<file path="src/rtl/open_list_cmd_issuer.sv">
`default_nettype none
// ============================================================================
//  Module      : open_list_cmd_issuer
//  Description : Command front-end for a min-priority open list. It accepts
//                enqueue / dequeue / replace commands, checks them against
//                the queue full/empty flags and drops illegal ones with a
//                one-cycle o_err pulse. A legal command produces a one-cycle
//                write/read strobe (ISSUE), then SETTLE_CYCLES idle cycles
//                (SETTLE). Dequeue and replace then present the popped head
//                value (RESP) until the consumer takes it.
//  Ports       : CLK, RSTn (async, active-low)
//                i_cmd_valid/i_cmd_op/i_cmd_data, o_cmd_ready : command in
//                o_wrt/o_read/o_node_f, i_full/i_empty/i_node_f : queue side
//                o_rsp_valid/o_rsp_data, i_rsp_ready             : response
//                o_err                                           : drop pulse
//                o_op_cnt/o_err_cnt (only with OPEN_LIST_STATS_EN) : statistics
//  Options     : `define OPEN_LIST_STATS_EN adds the saturating counters.
//  Revision    : 1.0 - initial release
// ============================================================================
module open_list_cmd_issuer #(
    parameter int DATA_WIDTH    = 32,
    parameter int SETTLE_CYCLES = 3
) (
    input  logic                  CLK,
    input  logic                  RSTn,
    input  logic                  i_cmd_valid,
    input  logic [1:0]            i_cmd_op,
    input  logic [DATA_WIDTH-1:0] i_cmd_data,
    output logic                  o_cmd_ready,
    output logic                  o_wrt,
    output logic                  o_read,
    output logic [DATA_WIDTH-1:0] o_node_f,
    input  logic                  i_full,
    input  logic                  i_empty,
    input  logic [DATA_WIDTH-1:0] i_node_f,
    output logic                  o_rsp_valid,
    output logic [DATA_WIDTH-1:0] o_rsp_data,
    input  logic                  i_rsp_ready,
    output logic                  o_err
`ifdef OPEN_LIST_STATS_EN
    ,
    output logic [15:0]           o_op_cnt,
    output logic [15:0]           o_err_cnt
`endif
);

    localparam logic [1:0] OP_ENQ = 2'b00;
    localparam logic [1:0] OP_DEQ = 2'b01;
    localparam logic [1:0] OP_REP = 2'b10;
    // Counter is loaded with N-1 and SETTLE ends on zero, giving N cycles.
    localparam logic [3:0] SETTLE_LOAD = 4'(SETTLE_CYCLES - 1);

    typedef enum logic [1:0] {
        IDLE   = 2'd0,
        ISSUE  = 2'd1,
        SETTLE = 2'd2,
        RESP   = 2'd3
    } state_t;

    state_t                  state;
    state_t                  state_nxt;
    logic [1:0]              op_q;
    logic [DATA_WIDTH-1:0]   data_q;
    logic [DATA_WIDTH-1:0]   rsp_data_q;
    logic [3:0]              settle_cnt;
    logic                    err_q;
    logic                    cmd_ready;
    logic                    accept;
    logic                    cmd_legal;

    // Ready is qualified with RSTn so it drops the instant reset asserts and
    // comes up in the very first cycle after release.
    assign cmd_ready = (state == IDLE) && RSTn;
    assign accept    = i_cmd_valid && cmd_ready;

    // Legality is judged on the flags seen in the accept cycle. Replace only
    // needs a non-empty queue: the pop frees the slot the push consumes.
    always_comb begin
        cmd_legal = 1'b0;
        case (i_cmd_op)
            OP_ENQ:  cmd_legal = !i_full;
            OP_DEQ:  cmd_legal = !i_empty;
            OP_REP:  cmd_legal = !i_empty;
            default: cmd_legal = 1'b0;
        endcase
    end

    always_ff @(posedge CLK or negedge RSTn) begin
        if (!RSTn) begin
            state <= IDLE;
        end else begin
            state <= state_nxt;
        end
    end

    always_comb begin
        state_nxt   = state;
        o_wrt       = 1'b0;
        o_read      = 1'b0;
        o_node_f    = '0;
        o_rsp_valid = 1'b0;
        case (state)
            IDLE: begin
                if (accept && cmd_legal) begin
                    state_nxt = ISSUE;
                end
            end
            ISSUE: begin
                o_wrt     = (op_q != OP_DEQ);
                o_read    = (op_q != OP_ENQ);
                o_node_f  = data_q;
                state_nxt = SETTLE;
            end
            SETTLE: begin
                if (settle_cnt == 4'd0) begin
                    state_nxt = (op_q == OP_ENQ) ? IDLE : RESP;
                end
            end
            RESP: begin
                o_rsp_valid = 1'b1;
                if (i_rsp_ready) begin
                    state_nxt = IDLE;
                end
            end
            default: state_nxt = IDLE;
        endcase
    end

    always_ff @(posedge CLK or negedge RSTn) begin
        if (!RSTn) begin
            op_q       <= OP_ENQ;
            data_q     <= '0;
            rsp_data_q <= '0;
            settle_cnt <= 4'd0;
            err_q      <= 1'b0;
        end else begin
            err_q <= accept && !cmd_legal;
            if (accept && cmd_legal) begin
                op_q   <= i_cmd_op;
                data_q <= i_cmd_data;
            end
            if (state == ISSUE) begin
                settle_cnt <= SETTLE_LOAD;
                // Head is sampled while the strobe is up, i.e. before the op.
                if (op_q != OP_ENQ) begin
                    rsp_data_q <= i_node_f;
                end
            end else if ((state == SETTLE) && (settle_cnt != 4'd0)) begin
                settle_cnt <= settle_cnt - 4'd1;
            end
        end
    end

    assign o_cmd_ready = cmd_ready;
    assign o_rsp_data  = rsp_data_q;
    assign o_err       = err_q;

`ifdef OPEN_LIST_STATS_EN
    logic [15:0] op_cnt_q;
    logic [15:0] err_cnt_q;

    always_ff @(posedge CLK or negedge RSTn) begin
        if (!RSTn) begin
            op_cnt_q  <= 16'd0;
            err_cnt_q <= 16'd0;
        end else begin
            if (accept && cmd_legal && (op_cnt_q != 16'hFFFF)) begin
                op_cnt_q <= op_cnt_q + 16'd1;
            end
            if (accept && !cmd_legal && (err_cnt_q != 16'hFFFF)) begin
                err_cnt_q <= err_cnt_q + 16'd1;
            end
        end
    end

    assign o_op_cnt  = op_cnt_q;
    assign o_err_cnt = err_cnt_q;
`endif

endmodule
`default_nettype wire
</file>
<file path="config.mk">
export PLATFORM = sky130hd
export DESIGN_NAME = open_list_cmd_issuer
export DESIGN_NICKNAME = d
export VERILOG_FILES = /design/src/rtl/open_list_cmd_issuer.sv
export SDC_FILE = /design/constraint.sdc
export NUM_CORES = 1
export LEC_CHECK = 0
export CORE_AREA = 3 3 95 97
export CTS_CLUSTER_DIAMETER = 120
export DETAILED_ROUTE_END_ITERATION = 6
export DIE_AREA = 0 0 98 100
export PLACE_DENSITY = 0.86
export SLEW_MARGIN = 15
export SYNTH_ARGS = -nofsm -noshare
export SYNTH_HDL_FRONTEND = slang
export SYNTH_SLANG_ARGS = --single-unit
</file>
<file path="constraint.sdc">
create_clock -name CLK -period 2 [get_ports CLK]
set_clock_uncertainty 0.15 [all_clocks]
set_input_delay 0.4 -clock CLK [delete_from_list [all_inputs] [get_ports CLK]]
set_output_delay 0.4 -clock CLK [all_outputs]
set_load 0.01 [all_outputs]
</file>
# After elaboration in Yosys (flattened, before gate mapping)
# Index checks and enable logic that the tools add are counted.
[totals]
regBits = 73
inputBits = 72
out_inout_bits = 69
elab_cells = 46
[classes]
addsub = 1
eq_ne = 9
mux = 12
reduce_logical = 18
[ops]
columns = ["op", "count"]
rows = [
  ["two-way mux 32 bit", 1],
  ["two-way mux 2 bit", 4],
  ["two-way mux 4 bit", 2],
  ["one-hot mux 2 bit (4 select lines)", 1],
  ["== test 2 bit, second input constant", 3],
  ["zero test 2 bit", 3],
  ["logical AND 1 bit", 5],
  ["== test 2 x 1 -> 1 bit, second input constant", 2],
  ["zero test 4 bit", 1],
  ["inequality test 2 x 1 -> 1 bit, second input constant", 2],
  ["inequality test 2 bit, second input constant", 2],
  ["nonzero test 2 bit", 2],
  ["nonzero test 4 bit", 1],
  ["subtractor 4 x 1 -> 4 bit, second input constant", 1],
  ["zero test 1 bit", 3],
  ["two-way mux 1 bit", 3],
  ["AND reduction 3 bit", 1],
  ["one-hot mux 1 bit (2 select lines)", 1],
  ["AND reduction 2 bit", 1],
  ["OR reduction 2 bit", 1],
]

# Longest topological paths before layout
# Gate-level depths: netlist (run 1).
[depth]
word_depth = 6
depth_mapped = 6
mapped_depth_nobuf = 5

# Worst setup path after synthesis (run 1)
# Ideal clock, no wire load.
[synth_path]
kind = "in2reg"
start = "in i_cmd_op[1]"
end = "reg data_q[24]"
setup_time_ns = 0.125
t_arrival_ns = 1.734
t_required_ns = 1.725
path_slack_ns = -0.009
cell_stages = 6
path_buffers = 1
path_cell_list = "inv_1 > ha_1 > nand2b_1 > a211oi_4 > buf_6 > mux2_2"
[synth_between]
elab_chain_len = 4
elab_cells_between_ends = 6
classes_between = "eq/ne: 2; mux: 1; reduce/logical: 3"
[synth_rtl]
columns = ["element", "line", "text"]
rows = [
  ["start: declaration", "27", "input logic [1:0] i_cmd_op,"],
  ["== test 2 bit or == test 2 x 1 -> 1 bit (tied branches)", "80", "case (i_cmd_op)"],
  ["OR reduction 2 bit (no source line)", "--", ""],
  ["one-hot mux 1 bit (2 select lines) *", "80", ""],
  ["logical AND 1 bit *", "138", "if (accept && cmd_legal) begin"],
  ["end signal: assignment", "140", "data_q <= i_cmd_data;"],
  ["end: declaration", "63", "logic [DATA_WIDTH-1:0] data_q;"],
]
# Mark *: on every way between the ends. The rest lies on a longest branch, timed or not.
# A chain may end at the register's enable or synchronous reset.

# Final worst setup path (run 1)
[layout_path]
start = "reg state[1]"
end = "reg data_q[17]"
[layout_between]
elab_chain_len = 4
[layout_rtl]
columns = ["element", "line", "text"]
rows = [
  ["start: declaration", "60", "state_t state;"],
  ["start signal: assignment", "92", "state <= state_nxt;"],
  ["zero test 2 bit", "73", "assign cmd_ready = (state == IDLE) && RSTn;"],
  ["logical AND 1 bit", "73", ""],
  ["logical AND 1 bit", "74", "assign accept = i_cmd_valid && cmd_ready;"],
  ["logical AND 1 bit", "138", ""],
]
# No other way between the ends.

==> results of run 1 <==
per-layer routing:
metal | vias to the layer above | GRT usage, % | wire, microns
li1 | 1111 | - | -
met5 | - | 0 | 0
met1 | 1183 | 19.6 | 3260
met4 | 0 | 6.92 | 161
met3 | 12 | 5.70 | 625
met2 | 90 | 30.6 | 4140
layout make-up:
cell class	instances	area, sq um
Timing Repair Buffer	170	1620
Clock buffer	11	131
Sequential cell	73	1830
Tap cell	105	131
Inverter	7	26.3
Clock inverter	5	56.3
Multi-Input combinational cell	134	1280
Fill cell	656	3150
kinds of logic (layout without fill, tap and decap cells):
logic type / after synthesis / after routing / share of synthesized area [%]
DFF: 73 / 73 / 58.1
xor gates and xnor gates: 1 / 1 / 0.279
AOI/OAI and AO/OA: 11 / 11 / 2.71
and+or+nand+nor: 51 / 51 / 10.6
buffers and inverters: 16 / 193 / 2.75
muxes: 67 / 67 / 23.9
adders and majority gates: 4 / 4 / 1.59
state kept, by name (all words and copies together) (netlist names):
signal      flops
data_q         32
o_rsp_data     32
settle_cnt      4
op_q            2
state           2
o_err           1
synth_stat cells:
cell	count	area [sq um]
nor3b_1	2	15.0
o22ai_1	1	6.26
ha_1	4	50.1
nor2_1	4	15.0
buf_6	3	33.8
or3b_2	1	8.76
xnor2_1	1	8.76
nor3_1	1	5.00
nand3_1	1	5.00
nand4bb_4	1	27.5
inv_1	7	26.3
nor2b_1	2	12.5
buf_2	3	15.0
or2_2	1	6.26
mux2i_1	2	20.0
a211oi_4	1	20.0
clkbuf_1	3	11.3
o22a_1	1	8.76
mux2_2	65	732
and2_1	33	206
nand2b_1	4	25.0
o21ai_0	3	15.0
or3_1	1	6.26
dfrtp_1	73	1830
o211a_1	1	10.0
o31ai_1	1	7.51
a21oi_1	2	10.0
o211ai_1	1	7.51
critical path: cells and delay by family (launching register included):
family                 cells  cell delay [ns]
buffers and inverters      4             0.55
AOI/OAI and AO/OA          1             0.28
DFF                        1             0.40
muxes                      1             0.33
and+or+nand+nor            1             0.21
through the flow:
stage / instances / setup TNS, ns / utilization, %
2_1_floorplan: 223 / 0 / -
3_3_place_gp: 472 / -14.41 / 57.7
3_5_place_dp: 472 / -16.09 / 57.7
4_1_cts: 504 / -0.833 / 61.2
5_1_grt: 505 / -3.27 / 61.7
6_report: 505 / -0.232 / 61.7
how the worst max path moves through the flow:
stage	slack, ns	end	cells past startpoint	startpoint
after floorplan	0.02	data_q[24]$_DFFE_PN0P_	6	i_cmd_op[1]
after global placement	-0.43	data_q[20]$_DFFE_PN0P_	7	i_cmd_op[1]
after detailed placement	-0.48	data_q[21]$_DFFE_PN0P_	7	i_cmd_op[0]
after CTS	-0.05	o_node_f[23]	6	state[1]$_DFFE_PN0P_
after global routing	-0.10	o_node_f[23]	5	state[1]$_DFFE_PN0P_
final	-0.03	data_q[17]$_DFFE_PN0P_	7	state[1]$_DFFE_PN0P_
report_power, final:
part	switching [mW]	leakage (nW)	internal [mW]
Sequential	0.385	0.895	2.21
Combinational	1.04	1.31	1.76
Clock	0.531	0.0933	0.575
what timing repair did:
| item | in CTS | in global routing |
|---|---|---|
| pin swaps | 8 | 8 |
| gates cloned | 4 | 0 |
| resized for setup | 161 | 24 |
| setup endpoints to repair | 69 | 99 |
| buffers inserted | 11 | 5 |
| endpoints found under the hold margin | 33 | 0 |
| hold buffers | 1 | 0 |
==> impl_metrics.json, run 1 <==
{
  "final_common_cell": "clkdlybuf4s50_1",
  "die_area_sq_um": 9800,
  "fin_crit_ns": 2.03,
  "drive_gt1_share_pct": 40.3,
  "drt_iter0_markers": 83,
  "syn_area_per_cell_sq_um": 14.1,
  "rrSetupSlack_ns": -0.03,
  "maxCapViolCount": 0,
  "crit_chain": "buf_4 -> nand4bb_4 -> a211oi_4 -> buf_6 -> buf_12 -> buf_12 -> mux2_2",
  "antenna_found_initial": 0,
  "vias": 2396,
  "slowest_delay_ns": 0.40,
  "drc_errors": 0,
  "final_cell_mix": "101 x clkdlybuf4s50_1, 73 x dfrtp_1, 64 x mux2_2",
  "power_leakage_nw": 2.30,
  "grt_pass1_vias": 2631,
  "routedWlPerCell_microns": 16.2,
  "clock-sinks": 73,
  "setup_ws_ns": -0.0349,
  "ys_warn_count": 0,
  "die-height_microns": 100,
  "r2r_start": "state[1]$_DFFE_PN0P_",
  "clk_latency_ns": 0.33,
  "place.gp.congestion": 0.843,
  "syn-cell-area_sq_um": 3140,
  "end_kind": "flip-flop",
  "n_antenna_cell": 0,
  "critPathKind": "reg -> reg",
  "finalCritPeriodShare_pct": 102,
  "dpl.hpwl_mm": 5.63,
  "vias_per_cell": 4.74,
  "first_pass_iters": 4,
  "area_delta_synth_final_pct": 61.3,
  "peakVddDrop_mv": 0.755,
  "cp-start-kind": "flip-flop",
  "timing.critical_path.mode_cell": "buf_12",
  "overflow": 0,
  "status": "finished, violations left",
  "fp-row-count": 33,
  "clock-root-buffer": "clkbuf_8",
  "place_ws_ns": -0.483,
  "grt_setup_unrepaired": "true",
  "core-area_sq_um": 8220,
  "worstPathArrival_ns": 2.10,
  "place_area_sq_um": 4740,
  "wl_mm": 8.18,
  "die_width_microns": 98,
  "cts_buffers": 9,
  "cp_slowest_cell": "dfrtp_1",
  "synthCells": 223,
  "final_area_sq_um": 5070,
  "min-delay-path-class": "in -> async",
  "yosysSeqAreaShare_pct": 58.1,
  "relSlewSlack_pct": 66.7,
  "syn-num-nets": 299,
  "yosys.cell_types.count": 28,
  "holdWs_ns": 0.00882,
  "critPathMaxFanout": 5,
  "violations": "negative setup slack",
  "ant_nets": 0,
  "cp.required_ns": 2.07,
  "final-setup-viol-count": 11,
  "finalHoldViolCount": 0,
  "power.density_nw_per_um2": 1290,
  "reg2reg_to": "data_q[17]$_DFFE_PN0P_",
  "initial_core_util_pct": 38.2,
  "fmax_mhz": 491,
  "nets": 471,
  "total_power_mw": 6.51,
  "grt_max_degree": 41,
  "cts-htree-levels": 3,
  "cts_buffer_depth": 2,
  "cts_tree": "yes",
  "portBuffers": 140,
  "ioPinCount": 141,
  "drv_slew": 0,
  "worst_pin_slew_ns": 0.500,
  "grt_pass1_wl_mm": 13.3,
  "groute.usage.overall_pct": 17.4,
  "rr_worst_depth": 7,
  "clk_pin_slew_ns": 0.08,
  "ys_seq_elements": 73
}
No activity file was read; power rests on OpenSTA's default activity.
==> run 2, diff against run 1 <==
GPL_ROUTABILITY_DRIVEN = 0   (was default)
==> results of run 2 <==
Final layout, timing and power as in run 1 (identical DEF).
==> run 3, diff against run 2 <==
==> constraint.sdc (replaced) <==
create_clock -name CLK -period 2 [get_ports CLK]
set_clock_uncertainty 0.15 [all_clocks]
set_input_delay 0.2 -clock CLK [delete_from_list [all_inputs] [get_ports CLK]]
set_output_delay 0.2 -clock CLK [all_outputs]
set_load 0.01 [all_outputs]
==> impl_metrics.json, run 3 (synthesized netlist as in run 1, its figures left out) <==
{
  "status": "completed",
  "finalHoldViolCount": 0,
  "grt_max_degree": 74,
  "ant_nets": 0,
  "cts-htree-levels": 3,
  "fmax_mhz": 513,
  "end_kind": "flip-flop",
  "core-area_sq_um": 8220,
  "first_pass_iters": 4,
  "ioPinCount": 141,
  "grt_pass1_wl_mm": 12.4,
  "area_delta_synth_final_pct": 57.8,
  "final_common_cell": "clkdlybuf4s50_1",
  "critPathKind": "in -> reg",
  "initial_core_util_pct": 38.2,
  "n_antenna_cell": 0,
  "power.density_nw_per_um2": 1280,
  "power_leakage_nw": 2.26,
  "drive_gt1_share_pct": 32.0,
  "cp.required_ns": 2.07,
  "critPathMaxFanout": 8,
  "rr_worst_depth": 6,
  "drv_slew": 0,
  "r2r_start": "state[1]$_DFFE_PN0P_",
  "fin_crit_ns": 1.95,
  "cts_buffer_depth": 2,
  "routedWlPerCell_microns": 15.8,
  "peakVddDrop_mv": 0.697,
  "cp-endpoint": "data_q[4]$_DFFE_PN0P_",
  "p_comb_share_pct": 41.4,
  "reg2reg_to": "data_q[4]$_DFFE_PN0P_",
  "final_cell_mix": "104 x clkdlybuf4s50_1, 71 x dfrtp_1, 65 x mux2_2",
  "nets": 458,
  "wl_mm": 7.75,
  "drc_errors": 0,
  "portBuffers": 140,
  "wl_met2_mm": 3.96,
  "final-setup-viol-count": 0,
  "wl_met3_microns": 558,
  "clk_latency_ns": 0.34,
  "total_power_mw": 6.35,
  "die-height_microns": 100,
  "fp-row-count": 33,
  "p_switching_mw": 1.88,
  "grt_pass1_vias": 2431,
  "finalCritPeriodShare_pct": 97.5,
  "clock_power_share_pct": 17.8,
  "clock-root-buffer": "clkbuf_8",
  "hold_start": "i_node_f[23]",
  "antenna_found_initial": 0,
  "worstPathArrival_ns": 2.02,
  "overflow": 0,
  "seq_power_share_pct": 40.8,
  "die_area_sq_um": 9800,
  "drt_iter0_markers": 34,
  "grt_setup_unrepaired": "false",
  "hold_depth": 2,
  "place_ws_ns": -0.350,
  "clock-sinks": 73,
  "min-delay-path-class": "in -> reg",
  "vias_per_cell": 4.73,
  "worst_pin_slew_ns": 0.906,
  "vias": 2325,
  "cts_buffers": 9,
  "rrSetupSlack_ns": 0.07,
  "groute.usage.overall_pct": 15.9,
  "maxCapViolCount": 0,
  "p_int_mw": 4.47,
  "dpl.hpwl_mm": 5.44,
  "die_width_microns": 98,
  "clk_pin_slew_ns": 0.08,
  "wl_met1_mm": 3.16,
  "cp-start-kind": "input pin",
  "highest_layer": "met4",
  "relSlewSlack_pct": 39.6,
  "cts_tree": "yes",
  "crit_start": "i_cmd_op[1]",
  "setup_ws_ns": 0.0506,
  "swShare_pct": 29.6
}
run 3: metal layers:
metal,GRT usage (%),up-vias
met4,5.43,0
li1,-,1085
met2,27.7,80
met3,5.56,9
met1,18.4,1151
met5,0,-
run 3: layout make-up:
class	instances	area, sq um
clock buffers	11	141
clock inverters	5	55.1
fillers	671	3260
inverters	7	26.3
multi-input cells	134	1250
flip-flops and latches	73	1830
well taps	105	131
repair buffers	157	1520
run 3: worst min-delay path by stage:
stage / slack (ns) / endpoint
after floorplan: -0.25 / data_q[0]$_DFFE_PN0P_
after global placement: 0.33 / data_q[28]$_DFFE_PN0P_
after detailed placement: 0.34 / data_q[4]$_DFFE_PN0P_
after CTS: 0.30 / o_rsp_data[19]$_DFFE_PN0P_
after global routing: 0.30 / o_rsp_data[7]$_DFFE_PN0P_
final: 0.32 / o_rsp_data[23]$_DFFE_PN0P_
run 3: repair_timing:
action | 4_1_cts | 5_1_grt
endpoints found under the setup margin | 34 | 44
endpoints found under the hold margin | 29 | 0
gates cloned | 1 | 3
gates resized for setup | 78 | 7
hold buffers | 1 | 0
buffers inserted | 3 | 1
pin swaps | 1 | 2
run 3: per-stage QoR:
| stage | TNS, ns | area, sq um | hold WS [ns] | instances | util [%] |
|---|---|---|---|---|---|
| floorplan | 0 | 3140 | -0.246 | 223 | - |
| global placement | -9.38 | 4720 | 0.331 | 468 | 57.5 |
| detailed placement | -11.52 | 4720 | 0.338 | 468 | 57.5 |
| CTS | 0 | 4900 | 0.298 | 489 | 59.7 |
| global route | 0 | 4960 | 0.299 | 492 | 60.3 |
| finish | 0 | 4960 | 0.319 | 492 | 60.3 |
run 3: worst max-delay path, stage by stage:
cell	delay, ns
clkdlybuf4s50_1	0.50
inv_1	0.07
ha_1	0.27
nand2b_1	0.10
a211oi_4	0.22
buf_6	0.17
buf_6	0.16
mux2_2	0.34
run 3: power by group through the flow:
| stage | Clock [mW] | Combinational [mW] | Sequential (mW) |
|---|---|---|---|
| 2_1_floorplan | 0 | 1.18 | 2.70 |
| 3_3_place_gp | 0 | 2.57 | 2.59 |
| 3_5_place_dp | 0 | 2.65 | 2.63 |
| 4_1_cts | 1.17 | 2.69 | 2.60 |
| 5_1_grt | 1.24 | 2.85 | 2.70 |
| 6_report | 1.13 | 2.63 | 2.59 |
==> RTL change 1 (config.mk and constraints of run 1) <==
Build with the macro `OPEN_LIST_STATS_EN` defined.
--- a/src/rtl/open_list_cmd_issuer.sv
+++ b/src/rtl/open_list_cmd_issuer.sv
@@ -19,2 +19,4 @@
 // ============================================================================
+`define OPEN_LIST_STATS_EN
+
 module open_list_cmd_issuer #(
Check against the original RTL (old outputs only; new: o_err_cnt and o_op_cnt): equivalent (Yosys induction, for registers that start in step).
==> RTL change 1 against run 1 <==
- the run still ends with setup timing left
- total power grew 33%
- combinational power grew 39%
- clock power grew 15%
- setup slack lost 0.18 ns
- wire length grew 130%
- design area grew 52%
- area after synthesis grew 48%
- sequential cell count grew 32
- utilization grew 32 points
- critical path type unchanged
- highest routed layer unchanged
==> RTL change 1: results (changes against run 1) <==
<table>
<tr><th>Metric</th><th>Value</th></tr>
<tr><th colspan="2">Synthesis</th></tr>
<tr><td>Adder and majority gate portion of the synthesized area</td><td>1.61% (was 1.59%)</td></tr>
<tr><td>Unique cell type count in the Yosys netlist</td><td>34 (was 28)</td></tr>
<tr><td>Xor/xnor cell area share of the yosys netlist</td><td>5.07% (was 0.279%)</td></tr>
<tr><td>Commonest cells in the synthesized netlist</td><td>dfrtp_1, mux2_2, and2_1, xnor2_1 (was dfrtp_1, mux2_2, and2_1, inv_1)</td></tr>
<tr><td>Cell types occupying the most area after synthesis</td><td>dfrtp_1, mux2_2, and2_1, xnor2_1, ha_1 (was dfrtp_1, mux2_2, and2_1, ha_1, buf_6)</td></tr>
<tr><th colspan="2">Clocking</th></tr>
<tr><td>Clock transition at path regs</td><td>0.11 ns (was 0.08 ns)</td></tr>
<tr><td>Worst-Skew Late Latency</td><td>0.37 ns (was 0.33 ns)</td></tr>
<tr><th colspan="2">Place</th></tr>
<tr><td>Count of input and output buffers</td><td>172 (was 140)</td></tr>
<tr><td>Placed cells</td><td>670 (was 472)</td></tr>
<tr><td>Placed wire-length estimate</td><td>8860 um (was 5630 um)</td></tr>
<tr><td>Weighted congestion at the end of routability-driven global placement</td><td>0.788 (was 0.843)</td></tr>
<tr><th colspan="2">Route</th></tr>
<tr><td>Final WL</td><td>18800 um (was 8180 um)</td></tr>
<tr><td>Router iterations before antenna repair</td><td>5 (was 4)</td></tr>
<tr><th colspan="2">Worst setup path</th></tr>
<tr><td>Register-to-Register Setup Slack</td><td>-0.21 ns (was -0.03 ns)</td></tr>
<tr><td>Worst r2r path cells</td><td>8 (was 7)</td></tr>
<tr><td>Worst-path maximum fanout</td><td>8 (was 5)</td></tr>
<tr><td>Startpoint of the worst-slack reg-to-reg timing path</td><td>state[0] (was state[1])</td></tr>
<tr><th colspan="2">STA</th></tr>
<tr><td>Setup slack after layout</td><td>-0.210 ns (was -0.0349 ns)</td></tr>
<tr><td>Slew HR</td><td>28.2% (was 66.7%)</td></tr>
<tr><td>Setup-failing EPs final</td><td>93 (was 11)</td></tr>
<tr><th colspan="2">Pwr</th></tr>
<tr><td>Switch share</td><td>35.0% (was 30.1%)</td></tr>
<tr><td>Leakage component of the power</td><td>3.55 nW (was 2.30 nW)</td></tr>
<tr><th colspan="2">Status</th></tr>
<tr><td>Failing checks</td><td>setup timing (unchanged)</td></tr>
<tr><td>Run status</td><td>complete, but fails checks (unchanged)</td></tr>
<tr><th colspan="2">Global routing</th></tr>
<tr><td>Wire length of the first global-routing pass</td><td>21700 um (was 13300 um)</td></tr>
<tr><td>Overall fraction of global-route tracks in use</td><td>28.0% (was 17.4%)</td></tr>
</table>
## RTL change 1: cell count changes after synthesis, moves of 4 or more
cell / run 1 / this run
nand3_1: 1 / 14
and3_1: 0 / 8
nor2_1: 4 / 10
nor3_1: 1 / 5
a21oi_1: 2 / 8
nand4_1: 0 / 12
xor2_1: 0 / 8
xnor2_1: 1 / 19
dfrtp_1: 73 / 105
nand2_1: 0 / 14
## RTL change 1: cell type report
| type | instances | area, sq um |
|---|---|---|
| Clock buffer | 10 | 138 |
| Inverter | 7 | 26.3 |
| Timing Repair Buffer | 253 | 2540 |
| Fill cell | 225 | 509 |
| Clock inverter | 5 | 41.3 |
| Tap cell | 105 | 131 |
| Sequential cell | 105 | 2640 |
| Multi-Input combinational cell | 236 | 2200 |
## RTL change 1: critical path, stage by stage (launching register included)
cell       delay [ns]
dfrtp_1          0.44
buf_4            0.18
nor3b_4          0.25
nand2_4          0.11
buf_4            0.16
nor2_4           0.13
buf_6            0.16
clkbuf_16        0.17
mux2_1           0.34
## RTL change 1: through the flow
| step | setup WS, ns | TNS [ns] | util (%) |
|---|---|---|---|
| global placement | -0.602 | -35.18 | 83.3 |
| CTS | -0.110 | -1.99 | 88.9 |
| global route | -0.259 | -14.30 | 93.8 |
| floorplan | -0.0102 | -0.262 | - |
| detailed placement | -0.645 | -38.78 | 83.3 |
| finish | -0.210 | -9.51 | 93.8 |
## RTL change 1: kinds of logic after synthesis
| logic type | after synthesis |
|---|---|
| and+or+nand+nor | 116 |
| DFF | 105 |
| muxes | 72 |
| xor gates and xnor gates | 27 |
| buffers and inverters | 17 |
| AOI/OAI and AO/OA | 15 |
| adders and majority gates | 6 |
## RTL change 1: power by group through the flow
| stage | Sequential (W) | Clock, W | Combinational (W) |
|---|---|---|---|
| floorplan | 0.00349 | 0 | 0.00127 |
| global placement | 0.00331 | 0 | 0.00303 |
| detailed placement | 0.00336 | 0 | 0.00313 |
| CTS | 0.00334 | 0.00122 | 0.00340 |
| global route | 0.00355 | 0.00136 | 0.00409 |
| finish | 0.00350 | 0.00128 | 0.00390 |
## RTL change 1: timing repair
action,CTS,global route
endpoints found under the setup margin,100,106
gates resized for setup,189,77
gates cloned,4,2
hold buffers,1,0
buffers inserted,15,14
hold endpoints to repair,21,0
pin swaps,22,23
## RTL change 1: per-layer routing
layer  vias up  track usage [%]  wire length [um]
met5         -                0                 0
met4         0             13.0              1180
met3       103             8.13              1730
met2       322             48.7              9610
met1      2146             31.9              6250
li1       1744                -                 -
## RTL change 1: worst max path at each step
stage | startpoint | end
2_1_floorplan | i_cmd_op[0] | data_q[10]
3_3_place_gp | i_cmd_op[0] | o_op_cnt[8]
3_5_place_dp | i_cmd_op[0] | o_op_cnt[8]
4_1_cts | state[0] | o_node_f[30]
5_1_grt | state[0] | data_q[28]
6_report | state[0] | data_q[28]
==> RTL change 2 (settings of run 1) <==
Without the edit above. The 4 states of `state_t` get a one-hot encoding in 4 bits.
--- a/src/rtl/open_list_cmd_issuer.sv
+++ b/src/rtl/open_list_cmd_issuer.sv
@@ -52,7 +52,7 @@
 
-    typedef enum logic [1:0] {
-        IDLE   = 2'd0,
-        ISSUE  = 2'd1,
-        SETTLE = 2'd2,
-        RESP   = 2'd3
+    typedef enum logic [3:0] {
+        IDLE   = 4'b0001,
+        ISSUE  = 4'b0010,
+        SETTLE = 4'b0100,
+        RESP   = 4'b1000
     } state_t;
Behaviour: no difference found for any inputs over 10 cycles, from zero or initial values and one cycle with RSTn low; not proved beyond that.
==> RTL change 2 against run 1 <==
- the run still ends with setup timing left
- critical path depth is 1 lower
- utilization is 9.6 points higher
- area after synthesis is 2.5% higher
- sequential share of layout area is 4.0 points lower
- sequential cell count is 2 higher
- combinational power is 25% lower
- die area stayed put
- design area is 16% higher
- non-clock buffer count is 16 higher
- total power is 9.4% lower
- global-route usage is 1.8 points higher
- wire length is 26% higher
- setup slack worse by 0.39 ns
- first-iteration DRC count is 46% lower
- critical path type unchanged
- critical endpoint is now data_q[1]
- highest routed layer unchanged
==> RTL change 2: results (changes against run 1) <==
<table>
<tr><th>Metric</th><th>Value</th></tr>
<tr><th colspan="2">Route</th></tr>
<tr><td>Iter 0 DRT Violations</td><td>45 (was 83)</td></tr>
<tr><td>Drt via density</td><td>5.03 (was 4.74)</td></tr>
<tr><td>Vias after detailed routing</td><td>2646 (was 2396)</td></tr>
<tr><th colspan="2">Pwr</th></tr>
<tr><td>Leakage component of the power</td><td>2.69 nW (was 2.30 nW)</td></tr>
<tr><td>Max VDD drop</td><td>0.000538 V (was 0.000755 V)</td></tr>
<tr><th colspan="2">STA</th></tr>
<tr><td>Setup slack after layout</td><td>-0.429 ns (was -0.0349 ns)</td></tr>
<tr><td>Setup-failing EPs final</td><td>107 (was 11)</td></tr>
<tr><td>Transition time at the pin with the least slew margin</td><td>0.622 ns (was 0.500 ns)</td></tr>
<tr><th colspan="2">Place</th></tr>
<tr><td>Placed wire-length estimate</td><td>5960 um (was 5630 um)</td></tr>
<tr><td>Weighted congestion at the end of routability-driven global placement</td><td>0.805 (was 0.843)</td></tr>
<tr><td>Placed cells</td><td>485 (was 472)</td></tr>
<tr><th colspan="2">Synthesis</th></tr>
<tr><td>Seq/Total Area, Yosys</td><td>58.3% (was 58.1%)</td></tr>
<tr><td>Count of mapped cells out of synthesis</td><td>232 (was 223)</td></tr>
<tr><td>Cell types occupying the most area after synthesis</td><td>dfrtp_1, mux2_2, and2_1, ha_1, buf_6 (unchanged)</td></tr>
<tr><td>Commonest cells in the synthesized netlist</td><td>dfrtp_1, mux2_2, and2_1, inv_1, clkbuf_1 (was dfrtp_1, mux2_2, and2_1, inv_1)</td></tr>
<tr><td>Unique cell type count in the Yosys netlist</td><td>31 (was 28)</td></tr>
<tr><th colspan="2">Min path</th></tr>
<tr><td>Path type of the worst min-delay path</td><td>register to register (was primary input to async pin)</td></tr>
<tr><th colspan="2">Status</th></tr>
<tr><td>Run status</td><td>complete, but fails checks (unchanged)</td></tr>
<tr><td>Failing checks</td><td>setup timing (unchanged)</td></tr>
<tr><th colspan="2">Worst setup path</th></tr>
<tr><td>Worst-path maximum fanout</td><td>7 (was 5)</td></tr>
<tr><td>Worst r2r path cells</td><td>6 (was 7)</td></tr>
<tr><td>Arrival time reported for the critical path endpoint</td><td>2.50 ns (was 2.10 ns)</td></tr>
<tr><th colspan="2">Global routing</th></tr>
<tr><td>Overall fraction of global-route tracks in use</td><td>19.1% (was 17.4%)</td></tr>
<tr><td>Wire length of the first global-routing pass</td><td>14800 um (was 13300 um)</td></tr>
<tr><td>Vias in the first global route</td><td>2834 (was 2631)</td></tr>
<tr><th colspan="2">Finish</th></tr>
<tr><td>Final #Nets</td><td>493 (was 471)</td></tr>
</table>
==> RTL change 2: cell count changes after synthesis, moves of 2 or more <==
| cell | run 1 | this run |
|---|---|---|
| or4b_2 | 0 | 3 |
| nor2b_1 | 2 | 0 |
| a21oi_1 | 2 | 4 |
| nand2_1 | 0 | 2 |
| o211ai_1 | 1 | 3 |
| clkbuf_1 | 3 | 5 |
| nand2b_1 | 4 | 1 |
==> RTL change 2: final timing paths <==
check | startpoint | end | slack (ns)
setup / recovery | state[0] | data_q[1] | -0.43
min in group asynchronous | RSTn | data_q[11] | 0.53
setup reg to reg | state[0] | data_q[1] | -0.43
max in group asynchronous | RSTn | o_rsp_data[19] | 0.78
hold / removal | o_rsp_data[18] | o_rsp_data[18] | 0.36
hold reg to reg | o_rsp_data[18] | o_rsp_data[18] | 0.36
==> RTL change 2: area by class of cell <==
type / instances / area share [%]
Multi-Input combinational cell: 137 / 27.5
Timing Repair Buffer: 186 / 33.9
Tap cell: 105 / 2.24
Clock buffer: 10 / 2.35
Clock inverter: 5 / 1.33
Inverter: 8 / 0.513
Sequential cell: 75 / 32.1
==> RTL change 2: logic make-up (layout without fill, tap and decap cells) <==
group           count (synthesis)  in the layout  synth area share [%]
flops                          75             75                  58.3
mux                            66             66                  23.0
fa+ha+maj                       4              4                  1.55
simple gates                   51             51                  10.2
compound gates                 16             16                  3.77
buf+inv                        20            209                  3.18
==> RTL change 2: through the flow <==
step	setup TNS, ns	area (sq um)	power, W	hold slack, ns	setup WS, ns
3_3_place_gp	-47.56	4920	0.00410	0.328	-0.771
4_1_cts	-22.22	5570	0.00565	0.296	-0.373
3_5_place_dp	-49.95	4920	0.00419	0.338	-0.843
2_1_floorplan	-13.90	3330	0.00330	-0.0456	-0.352
6_report	-29.14	5850	0.00590	0.363	-0.429
5_1_grt	-34.95	5850	0.00618	0.340	-0.473
==> RTL change 2: critical path, cell delays in order, from the launching register on <==
cell	delay, ns
dfstp_2	0.57
or4b_4	0.52
a2111oi_4	0.31
buf_4	0.22
buf_12	0.11
buf_12	0.13
mux2_4	0.30
==> RTL change 2: report_power, final <==
part,internal (W),switching [W]
registers,0.00212,0.000394
clock network,0.000726,0.000551
logic,0.00144,0.000666
==> RTL change 2: repair_timing <==
item,4_1_cts,5_1_grt
pin swaps,31,4
gates resized for setup,237,64
cloned,6,3
hold endpoints to repair,35,0
setup endpoints to repair,107,108
setup buffers,12,9
hold buffers,1,0
==> RTL change 2: layer usage <==
metal / vias up / share of wire (%) / GRT usage (%)
li1: 1172 / - / -
met3: 17 / 7.4 / 5.98
met1: 1340 / 39 / 21.2
met4: 0 / 1.4 / 5.86
met2: 117 / 52 / 35.2
met5: - / 0 / 0
